===== config.mk =====
export PLATFORM = sky130hd
export DESIGN_NAME = mem_arbiter
export DESIGN_NICKNAME = d
export VERILOG_FILES = /design/src/rtl/mem_arbiter_pkg.sv /design/src/rtl/mem_arbiter_pick.sv /design/src/rtl/mem_arbiter.sv
export SDC_FILE = /design/constraint.sdc
export NUM_CORES = 1
export LEC_CHECK = 0
export ABC_AREA = 1
export BUFFER_PORTS_ARGS = -buffer_cell sky130_fd_sc_hd__clkbuf_2
export CAP_MARGIN = 20
export CORE_ASPECT_RATIO = 0.9
export CORE_MARGIN = 5
export CORE_UTILIZATION = 52
export CTS_BUF_LIST = sky130_fd_sc_hd__clkbuf_16
export DETAILED_ROUTE_END_ITERATION = 10
export GPL_TIMING_DRIVEN = 0
export PLACE_DENSITY_LB_ADDON = 0.15
export SETUP_SLACK_MARGIN = 0.3
export SLEW_MARGIN = 10
export SYNTH_ARGS = -nofsm -noshare
export SYNTH_HDL_FRONTEND = slang
export SYNTH_SLANG_ARGS = --single-unit

===== constraint.sdc =====
create_clock -name clk -period 6.1 [get_ports clk]
set_clock_uncertainty 0.2 [all_clocks]
set_input_delay 0.305 -clock clk [delete_from_list [all_inputs] [get_ports clk]]
set_output_delay 0.305 -clock clk [all_outputs]
set_load 0.1 [all_outputs]

===== src/rtl/mem_arbiter_pkg.sv =====
// Shared types and constants for the instruction/data memory arbiter.
package mem_arbiter_pkg;

  typedef enum logic [1:0] {
    StIdle,
    StBusy,
    StResp
  } state_e;

  typedef enum logic {
    OWN_I = 1'b0,
    OWN_D = 1'b1
  } owner_e;

  localparam logic [3:0]  WSTRB_READ   = 4'b0000;
  localparam logic [31:0] ILLEGAL_WORD = 32'h0000_0000;
  localparam int unsigned WdWidth      = 8;

endpackage


===== src/rtl/mem_arbiter_pick.sv =====
// Winner selection between fetch and data requests.
// MEM_ARBITER_RR_EN selects round-robin (with its pointer flop); otherwise data beats fetch.
module mem_arbiter_pick
  import mem_arbiter_pkg::*;
(
  input  logic   clk,
  input  logic   rst,
  input  logic   i_valid,
  input  logic   d_valid,
  input  logic   take,
  output logic   grant,
  output owner_e owner
);

  assign grant = i_valid | d_valid;

`ifdef MEM_ARBITER_RR_EN
  // ptr_q names the port favoured on the next tie.
  owner_e ptr_q;

  always_ff @(posedge clk or posedge rst) begin
    if (rst) begin
      ptr_q <= OWN_I;
    end else if (take) begin
      ptr_q <= (owner == OWN_D) ? OWN_I : OWN_D;
    end
  end

  always_comb begin
    owner = OWN_I;
    if (i_valid && d_valid) begin
      owner = ptr_q;
    end else if (d_valid) begin
      owner = OWN_D;
    end
  end
`else
  logic unused_rr;
  assign unused_rr = clk ^ rst ^ take;

  always_comb begin
    owner = d_valid ? OWN_D : OWN_I;
  end
`endif

endmodule


===== src/rtl/mem_arbiter.sv =====
// Two-port (fetch/data) arbiter in front of a single-port RAM, with access watchdog.
// Optional round-robin arbitration via MEM_ARBITER_RR_EN (see mem_arbiter_pick).
module mem_arbiter
  import mem_arbiter_pkg::*;
#(
  parameter int unsigned DATA_WIDTH     = 32,
  parameter int unsigned ADDR_WIDTH     = 20,
  parameter int unsigned TIMEOUT_CYCLES = 255
) (
  input  logic                  clk,
  input  logic                  rst,
  input  logic                  i_valid,
  input  logic [ADDR_WIDTH-1:0] i_addr,
  output logic                  i_ready,
  output logic [DATA_WIDTH-1:0] i_rdata,
  input  logic                  d_valid,
  input  logic [3:0]            d_wstrb,
  input  logic [ADDR_WIDTH-1:0] d_addr,
  input  logic [DATA_WIDTH-1:0] d_wdata,
  output logic                  d_ready,
  output logic [DATA_WIDTH-1:0] d_rdata,
  output logic                  mem_valid,
  output logic [3:0]            mem_wstrb,
  output logic [ADDR_WIDTH-1:0] mem_addr,
  output logic [DATA_WIDTH-1:0] mem_wdata,
  input  logic [DATA_WIDTH-1:0] mem_rdata,
  input  logic                  mem_ready,
  output logic                  err
);

  localparam logic [WdWidth-1:0] TimeoutVal = WdWidth'(TIMEOUT_CYCLES);

  state_e                state_q, state_d;
  owner_e                owner_q, owner_d;
  logic                  mvalid_q, mvalid_d;
  logic [3:0]            wstrb_q, wstrb_d;
  logic [ADDR_WIDTH-1:0] addr_q, addr_d;
  logic [DATA_WIDTH-1:0] wdata_q, wdata_d;
  logic                  i_ready_q, i_ready_d;
  logic                  d_ready_q, d_ready_d;
  logic [DATA_WIDTH-1:0] i_rdata_q, i_rdata_d;
  logic [DATA_WIDTH-1:0] d_rdata_q, d_rdata_d;
  logic                  err_q, err_d;
  logic [WdWidth-1:0]    wd_q, wd_d;

  logic                  pick_grant;
  owner_e                pick_owner;
  logic                  take;
  logic                  finish;
  logic                  fail;
  logic [DATA_WIDTH-1:0] resp;

  mem_arbiter_pick u_pick (
    .clk     (clk),
    .rst     (rst),
    .i_valid (i_valid),
    .d_valid (d_valid),
    .take    (take),
    .grant   (pick_grant),
    .owner   (pick_owner)
  );

  always_comb begin
    state_d   = state_q;
    owner_d   = owner_q;
    mvalid_d  = mvalid_q;
    wstrb_d   = wstrb_q;
    addr_d    = addr_q;
    wdata_d   = wdata_q;
    i_ready_d = i_ready_q;
    d_ready_d = d_ready_q;
    i_rdata_d = i_rdata_q;
    d_rdata_d = d_rdata_q;
    err_d     = err_q;
    wd_d      = wd_q;
    take      = 1'b0;
    finish    = 1'b0;
    fail      = 1'b0;
    resp      = mem_rdata;

    case (state_q)
      StIdle: begin
        if (pick_grant) begin
          take     = 1'b1;
          owner_d  = pick_owner;
          mvalid_d = 1'b1;
          wd_d     = '0;
          state_d  = StBusy;
          if (pick_owner == OWN_D) begin
            addr_d  = d_addr;
            wdata_d = d_wdata;
            wstrb_d = d_wstrb;
          end else begin
            addr_d  = i_addr;
            wdata_d = '0;
            wstrb_d = WSTRB_READ;
          end
        end
      end
      StBusy: begin
        if (mem_ready) begin
          finish = 1'b1;
        end else if (wd_q == TimeoutVal) begin
          finish = 1'b1;
          fail   = 1'b1;
          resp   = DATA_WIDTH'(ILLEGAL_WORD);
        end else begin
          wd_d = wd_q + 1'b1;
        end
      end
      StResp: begin
        // No grant here: a still-asserted valid waits for the next IDLE.
        i_ready_d = 1'b0;
        d_ready_d = 1'b0;
        err_d     = 1'b0;
        state_d   = StIdle;
      end
      default: state_d = StIdle;
    endcase

    if (finish) begin
      mvalid_d = 1'b0;
      err_d    = fail;
      state_d  = StResp;
      if (owner_q == OWN_D) begin
        d_ready_d = 1'b1;
        d_rdata_d = resp;
      end else begin
        i_ready_d = 1'b1;
        i_rdata_d = resp;
      end
    end
  end

  always_ff @(posedge clk or posedge rst) begin
    if (rst) begin
      state_q   <= StIdle;
      owner_q   <= OWN_I;
      mvalid_q  <= 1'b0;
      wstrb_q   <= '0;
      addr_q    <= '0;
      wdata_q   <= '0;
      i_ready_q <= 1'b0;
      d_ready_q <= 1'b0;
      i_rdata_q <= '0;
      d_rdata_q <= '0;
      err_q     <= 1'b0;
      wd_q      <= '0;
    end else begin
      state_q   <= state_d;
      owner_q   <= owner_d;
      mvalid_q  <= mvalid_d;
      wstrb_q   <= wstrb_d;
      addr_q    <= addr_d;
      wdata_q   <= wdata_d;
      i_ready_q <= i_ready_d;
      d_ready_q <= d_ready_d;
      i_rdata_q <= i_rdata_d;
      d_rdata_q <= d_rdata_d;
      err_q     <= err_d;
      wd_q      <= wd_d;
    end
  end

  assign mem_valid = mvalid_q;
  assign mem_wstrb = wstrb_q;
  assign mem_addr  = addr_q;
  assign mem_wdata = wdata_q;
  assign i_ready   = i_ready_q;
  assign d_ready   = d_ready_q;
  assign i_rdata   = i_rdata_q;
  assign d_rdata   = d_rdata_q;
  assign err       = err_q;

endmodule


# == Yosys cells after proc, flatten, opt, wreduce, memory -nomap -nowiden ==
# Cells that the tools add are included.
# classes
add_sub_neg,1
n_eq_ne,8
n_mux,30
bitwise_logic,2
n_reduce_logical,11
# ops
cell,n
$mux 32,4
$mux 8,3
$mux 20,1
$mux 1,17
$pmux 8 s2,1
$reduce_and 2->1,5
$add 8x1->8 const B,1
$eq 8x8->1 const B,1
$ne 2x2->1 const B,4
$reduce_bool 2->1,4
$mux 2,2
$mux 4,1
$pmux 2 s2,1
$reduce_and 4->1,1
$ne 3x3->1 const B,1
$eq 2x1->1 const B,1
$eq 2x2->1 const B,1
$logic_not 2->1,1
$not 1->1,1
$or 1x1->1,1
# word_totals
ff_bits,135
in_bits,113
output_inout_bits,124
elab_cells,64

# == Depth between registers and ports, before layout ==
# Gate-level depths: netlist (run 1).
# depth
word_depth,6
ltp_mapped,9
depth_no_buf,8

# == Cells and area by module ==
# From an unflattened synthesis (run 1), not the netlist that was laid out.
# hier_totals
hier_cells,672
area_unflattened_um2,5920.7
# by_module_without_submodules
mod,instances,cells_per_inst,area_each_um2,seq_area_each_um2
mem_arbiter,1,668,5901.9,3378.2
mem_arbiter_pick,1,4,18.8,0.0

# == Least setup slack after synthesis (run 1) ==
# Ideal clock, no wire load.
# synth_timing
kind,reg2reg
start,register wd_q[0]
end,"register d_rdata_q[0], in the netlist d_rdata[0]"
setup_time_ps,122
arrival_time_ps,1242
required_time_ps,5778
setup_slack_ps,4536
stages_incl_launch_ff,10
n_path_buf,1
period_less_slack_ps,1564
path_cell_list,dfrtp_1 ha_1 nand2_2 nor2_1 nand2_1 nand2_2 nand3_4 buf_6 nand2_1 nand2_1
# synth_between
elab_chain_len,5
word_cells_on_any_way,8
cone_classes,1 x eq/ne; 6 x mux; 1 x reduce/logical
# synth_lines
item,line_no,rtl
"start, declared",mem_arbiter.sv:44,"logic [WdWidth-1:0] wd_q, wd_d;"
"start signal, assigned",mem_arbiter.sv:161,wd_q <= wd_d;
$eq 8x8->1 *,mem_arbiter.sv:103,end else if (wd_q == TimeoutVal) begin
$mux 1,mem_arbiter.sv:103,
$mux 1,mem_arbiter.sv:101,if (mem_ready) begin
$mux 1,mem_arbiter.sv:81,case (state_q)
$reduce_and 2->1 (no line),-,
"end signal, assigned",mem_arbiter.sv:159,d_rdata_q <= d_rdata_d;
"end, declared",mem_arbiter.sv:42,"logic [DATA_WIDTH-1:0] d_rdata_q, d_rdata_d;"
# Every way passes the cells marked *; elsewhere a longest branch is shown, timed or not.
# A chain may end at the register's enable or synchronous reset.

# == Worst setup path after layout (run 1) ==
# layout_timing
start,register state_q[0]
end,"register wdata_q[22], in the netlist mem_wdata[22]"
# layout_between
elab_chain_len,2
# layout_lines
item,line_no,rtl
"start, declared",mem_arbiter.sv:33,"state_e state_q, state_d;"
"start signal, assigned",mem_arbiter.sv:137,state_q <= StIdle;
"start signal, assigned",mem_arbiter.sv:150,state_q <= state_d;
$logic_not 2->1,mem_arbiter.sv:81,
$reduce_and 2->1 (no line),-,
"end signal, assigned",mem_arbiter.sv:155,wdata_q <= wdata_d;
"end, declared",mem_arbiter.sv:38,"logic [DATA_WIDTH-1:0] wdata_q, wdata_d;"
# Every way passes these cells.

==> out/metrics.yaml, run 1 <==
status: "finished clean"
drv_slew: 0
r2r_start: "state_q[0]$_DFFE_PP0P_"
clock-root-buffer: "clkbuf_16"
reg2reg_slack_ns: 4.31
dp.final_hpwl_um: 12400
crit_type: "reg -> reg"
min_path_type: "in -> reg"
grt_pass1_wl_um: 31400
cts_num_sinks: 135
vias_per_cell: 5.31
overflow: 0
cts_buffer_depth: 2
crit_family: "buffers and inverters"
syn_nets: 788
die_x_um: 122
startpoint_type: "flop"
grt_pass1_vias: 6334
cts.reportedPaths.clkPinSlew_ns: 0.06
rsz0062_at_grt: "false"
hold_viol_final: 0
synth_cell_types: 25
mostFrequentLayoutCell: "nand2_1"
setup_violations: 0
die_h_um: 110
postPlaceCellArea_mm2: 0.00723
r2r_cells: 5
cp_num_buf_inv: 2
end_kind: "flop"
antenna_left: 0
fmax_ghz: 0.557
min_period_over_period_pct: 29.4
syn-instance-count: 674
ctsHoldBuffers: 77
min_period_ns: 1.79
dr.pass1.iters: 5
insertion_delay_ns: 0.41
utilization_pct: 79.2
worstPathCellList: "nor2_1 > buf_2 > buf_1 > nand3_1 > nand2_1"
wirelength_um: 18900
pin_count: 237
slowest_stage: "dfrtp_1"
core_area_mm2: 0.0109
yosys_warnings: 0
cts_buffers: 17
synth_ff_type: "dfrtp_1"
hold-path-cell-count: 5
worstPathArrival_ns: 1.93
finalSetupTns_ns: 0
ys_ff_latch: 135
gp_congestion: 0.889
worst_slew_pin_slew_ns: 0.593
ctsResizeCount: 0
slowest_delay_ns: 0.40
syn2layout_area_growth_pct: 48.2
worstPathRequired_ns: 6.23
wire_per_inst_um: 16.1
maxCapViolCount: 0
antenna_found_initial: 1
syn_area_mm2: 0.00583
ys_seq_area_share_pct: 57.9
cts_tree: "done"
port_buffers: 235
post_cts_buffers: 0
drt_iter0_markers: 531
timing.rr.end: "mem_wdata[22]$_DFFE_PP0P_"
fin_nets: 1120
min_to: "mem_addr[14]$_DFFE_PP0P_"
track_usage_pct: 28.7
cts_htree_levels: 4
drcViolationCount: 0
die_area_mm2: 0.0134
relSlewSlack_pct: 60.7
drive_gt1_share_pct: 29.4
min_from: "d_addr[14]"
ys_async_sr_fraction_pct: 100
crit_fanout: 10
rows: 36
grt_max_degree: 90
synth.avg_cell_area_um2: 8.65
synth_edf_count: 0
design_area_mm2: 0.00864
vias: 6224
start_util_pct: 53.5
layout_common_cells: "nand2_1 (278), clkbuf_2 (235), dfrtp_1 (135)"
stage by stage:
stage,worst slack (ns),hold WS (ns),instances
2_1_floorplan,1.98,0.251,674
3_3_place_gp,0.674,0.253,1061
3_5_place_dp,4.38,0.154,1062
4_1_cts,4.33,0.00175,1171
5_1_grt,4.18,0.0265,1172
6_report,4.31,0.0181,1172
routing by layer:
| layer | vias up | part of all wire (%) | global-route usage [%] |
|---|---|---|---|
| met5 | - | 0 | 0 |
| li1 | 2876 | - | - |
| met2 | 386 | 49 | 48.5 |
| met1 | 2905 | 38 | 34.4 |
| met3 | 57 | 9.5 | 8.64 |
| met4 | 0 | 2.9 | 10.8 |
worst max path at each step:
stage / start / end / depth (start not counted) / slack (ns)
floorplan: rst / d_rdata[0]$_DFFE_PP0P_ / 1 / 1.98
global placement: rst / d_rdata[20]$_DFFE_PP0P_ / 2 / 0.67
detailed placement: wd_q[0]$_DFFE_PP0P_ / d_rdata[12]$_DFFE_PP0P_ / 9 / 4.38
CTS: mem_addr[0]$_DFFE_PP0P_ / mem_addr[0] / 1 / 4.33
global route: state_q[0]$_DFFE_PP0P_ / mem_wdata[22]$_DFFE_PP0P_ / 5 / 4.18
finish: state_q[0]$_DFFE_PP0P_ / mem_wdata[22]$_DFFE_PP0P_ / 5 / 4.31
Yosys cell counts (2+ instances only):
master	n	area share, %
buf_4	3	0.39
o21ai_1	4	0.34
nand2_2	4	0.43
clkbuf_1	16	1.0
nand2_1	278	18
buf_1	7	0.45
dfrtp_1	135	58
buf_6	6	1.2
nand4_1	64	6.9
nor2_1	12	0.77
nand3_1	46	3.9
nor3b_1	2	0.26
nand3_4	2	0.60
o21ai_0	40	3.4
inv_1	29	1.9
o21bai_1	2	0.26
buf_2	16	1.4
worst reg2reg max path: stages, from the launching register on:
cell     delay (ns)
dfrtp_1        0.40
nor2_1         0.18
buf_2          0.27
buf_1          0.37
nand3_1        0.19
nand2_1        0.12
cell type report:
type	instances	area [um2]
multi-input combinational	460	2080
antenna	1	2.50
clock buffer	17	425
tap	152	190
buffer	48	256
fill	729	2260
timing repair buffer	313	1970
sequential	135	3380
inverter	31	121
clock inverter	15	210
flip-flops by register name (all words and copies together), names as in the netlist:
name	count
err	1
mem_valid	1
d_rdata	32
d_ready	1
mem_wdata	32
i_rdata	32
wd_q	8
mem_wstrb	4
owner_q	1
state_q	2
mem_addr	20
i_ready	1
logic make-up (layout without fill, tap and decap cells):
| group | count (synthesis) | after routing | share of synthesized area (%) |
|---|---|---|---|
| fa+ha+maj | 1 | 1 | 0.215 |
| other cells | 0 | 1 | 0 |
| simple gates | 411 | 411 | 31.1 |
| buf+inv | 79 | 424 | 6.39 |
| compound gates | 47 | 47 | 4.18 |
| xor+xnor | 1 | 1 | 0.150 |
| flops | 135 | 135 | 57.9 |
Power of run 1 is left out: the tool's default activity adds up to more than one toggle a clock period on the data nets, which glitch-free logic cannot reach.
==> run 2, diff against run 1 <==
Settings changed: CORE_UTILIZATION 52 to 48.
Clock period 6.1 ns to 1.71 ns, I/O delays scaled along.
==> out/metrics.yaml, run 2 (synthesis results as in run 1) <==
grt_pass1_wl_um: 36800  # +17%
maxCapViolCount: 0  # unchanged
dp.final_hpwl_um: 12600  # +1.9%
gp_congestion: 0.820  # -7.8%
die_h_um: 115  # +3.7%
start_util_pct: 48.7  # -4.8 points
slowest_delay_ns: 0.42  # +0.02 ns
worst_slew_pin_slew_ns: 0.554  # -0.0383 ns
clock-root-buffer: "clkbuf_16"
wire_per_inst_um: 24.3  # +51%
grt_pass1_vias: 6922  # +9.3%
status: "finished, violations left"
wirelength_um: 30400  # +61%
grt_max_degree: 39  # -57%
core_area_mm2: 0.0120  # +9.9%
worstPathArrival_ns: 1.95  # +0.02 ns
drcViolationCount: 0  # unchanged
worstPathRequired_ns: 1.85  # -4.38 ns
min_path_type: "in -> async"
drv_slew: 0  # unchanged
fmax_ghz: 0.553  # -0.70%
antenna_left: 0  # unchanged
crit_type: "reg -> reg"
syn2layout_area_growth_pct: 89.2
antenna_found_initial: 0  # -1
reg2reg_slack_ns: -0.1  # -4.40 ns
setup_ws_ns: -0.0971  # -4.40 ns
end_kind: "flop"
cts_num_sinks: 135  # unchanged
rsz0062_at_grt: "true"
port_buffers: 235  # unchanged
cts_buffer_depth: 2  # unchanged
layout_common_cells: "nand2_1 (154), dfrtp_1 (128), clkbuf_2 (117)"
whs_ns: 0.0401  # +0.0221 ns
setup_violations: 75  # +75
pin_count: 237  # unchanged
design_area_mm2: 0.0110  # +28%
r2r_start: "wd_q[1]$_DFFE_PP0P_"
mostFrequentLayoutCell: "nand2_1"
relSlewSlack_pct: 63.0  # +2.4 points
track_usage_pct: 32.7  # +4.0 points
vias_per_cell: 5.97  # +12%
diodes: 0  # -1
drive_gt1_share_pct: 46.6  # +17 points
min_period_over_period_pct: 106  # +76 points
die_area_mm2: 0.0145  # +7.6%
die_x_um: 126  # +3.7%
insertion_delay_ns: 0.43  # +0.02 ns
cts.reportedPaths.clkPinSlew_ns: 0.06  # about the same
overflow: 0  # unchanged
min_period_ns: 1.81  # +0.0127 ns
final.fill_count: 388  # -47%
crit_fanout: 5  # -5
worstPathCellList: "ha_4 > nand2_4 > buf_4 > nor2_4 > nand3_4 > nand2_4 > nand2_1 > o21ai_1"
drt_iter0_markers: 843  # +59%
cts_htree_levels: 4  # unchanged
cts_buffers: 17  # unchanged
finalSetupTns_ns: -2.17  # -2.17 ns
crit_end: "wd_q[5]$_DFFE_PP0P_"
rows: 38  # +5.6%
timing.rr.end: "wd_q[5]$_DFFE_PP0P_"
cpMostUsedCell: "nand2_4"
r2r_cells: 8  # +3
startpoint: "wd_q[1]$_DFFE_PP0P_"
startpoint_type: "flop"
slowest_stage: "dfrtp_1"
postPlaceCellArea_mm2: 0.00731  # +1.1%
dr.pass1.iters: 6  # +1
hold_viol_final: 0  # unchanged
fin_nets: 1198  # +7.0%
vias: 7489  # +20%
cts_tree: "done"
violations: "negative setup slack"
## run 2: cell count changes in the layout (fill, tap and decap cells not counted), moves of 8 or more
cell           previous run  this run
buf_12                    0        11
buf_4                     3        58
buf_6                     6        40
buf_8                     0        32
clkbuf_1                 16         8
clkbuf_2                235       117
clkbuf_8                  0        35
dlygate4sd3_1            77       111
nand2_1                 278       154
nand2_2                   4        90
nand2_4                   0        38
o21ai_0                  40        18
o21ai_2                   1        18
## run 2: timing repair
item / CTS / global route
pin swaps: 8 / 14
hold buffers: 111 / 2
setup buffers: 15 / 10
gates cloned: 8 / 8
hold endpoints to repair: 168 / 2
setup endpoints to repair: 252 / 206
resized for setup: 272 / 349
## run 2: per-stage QoR
| step | cells | utilization [%] | setup slack [ns] |
|---|---|---|---|
| 5_1_grt | 1255 | 92.1 | -0.148 |
| 6_report | 1255 | 92.1 | -0.0971 |
| 4_1_cts | 1237 | 83.3 | 0.0256 |
| 3_5_place_dp | 1073 | 61.0 | -0.0366 |
| 2_1_floorplan | 674 | - | -0.255 |
| 3_3_place_gp | 1069 | 60.3 | -1.14 |
## run 2: how the worst min path moves through the flow
stage               slack, ns  cells past startpoint                        end
finish                   0.04                      3    d_rdata[13]$_DFFE_PP0P_
CTS                      0.06                      3     d_rdata[8]$_DFFE_PP0P_
global placement         0.12                      3  mem_wdata[15]$_DFFE_PP0P_
detailed placement      -0.06                      2     d_rdata[8]$_DFFE_PP0P_
global route             0.09                      3    d_rdata[13]$_DFFE_PP0P_
floorplan                0.03                      2  mem_wdata[28]$_DFFE_PP0P_
## run 2: cell type report
class / instances / area [um2] / share of cell area [%]
inverter: 31 / 128 / 1.16
sequential: 135 / 3390 / 30.7
tap: 160 / 200 / 1.81
timing repair buffer: 388 / 3670 / 33.3
multi-input combinational: 462 / 2770 / 25.1
clock buffer: 17 / 425 / 3.86
timing repair inverter: 1 / 7.51 / 0.0680
clock inverter: 13 / 53.8 / 0.488
buffer: 48 / 387 / 3.50
## run 2: critical path, delay by kind of cell, from the launching register on
kind                     cells  cell delay (ns)
AO/OA/AOI/OAI                1             0.13
adder cells (fa/ha/maj)      1             0.18
AND/OR/NAND/NOR              5             0.61
flip-flops                   1             0.42
buffers and inverters        1             0.17
## run 2: per-layer routing
metal / part of all wire [%] / vias up / track usage, %
met2: 48 / 712 / 56.5
met4: 6.8 / 0 / 13.9
li1: - / 3040 / -
met5: 0 / - / 1.38
met3: 11 / 214 / 9.98
met1: 34 / 3523 / 37.8
Power of run 2 is left out for the same reason.
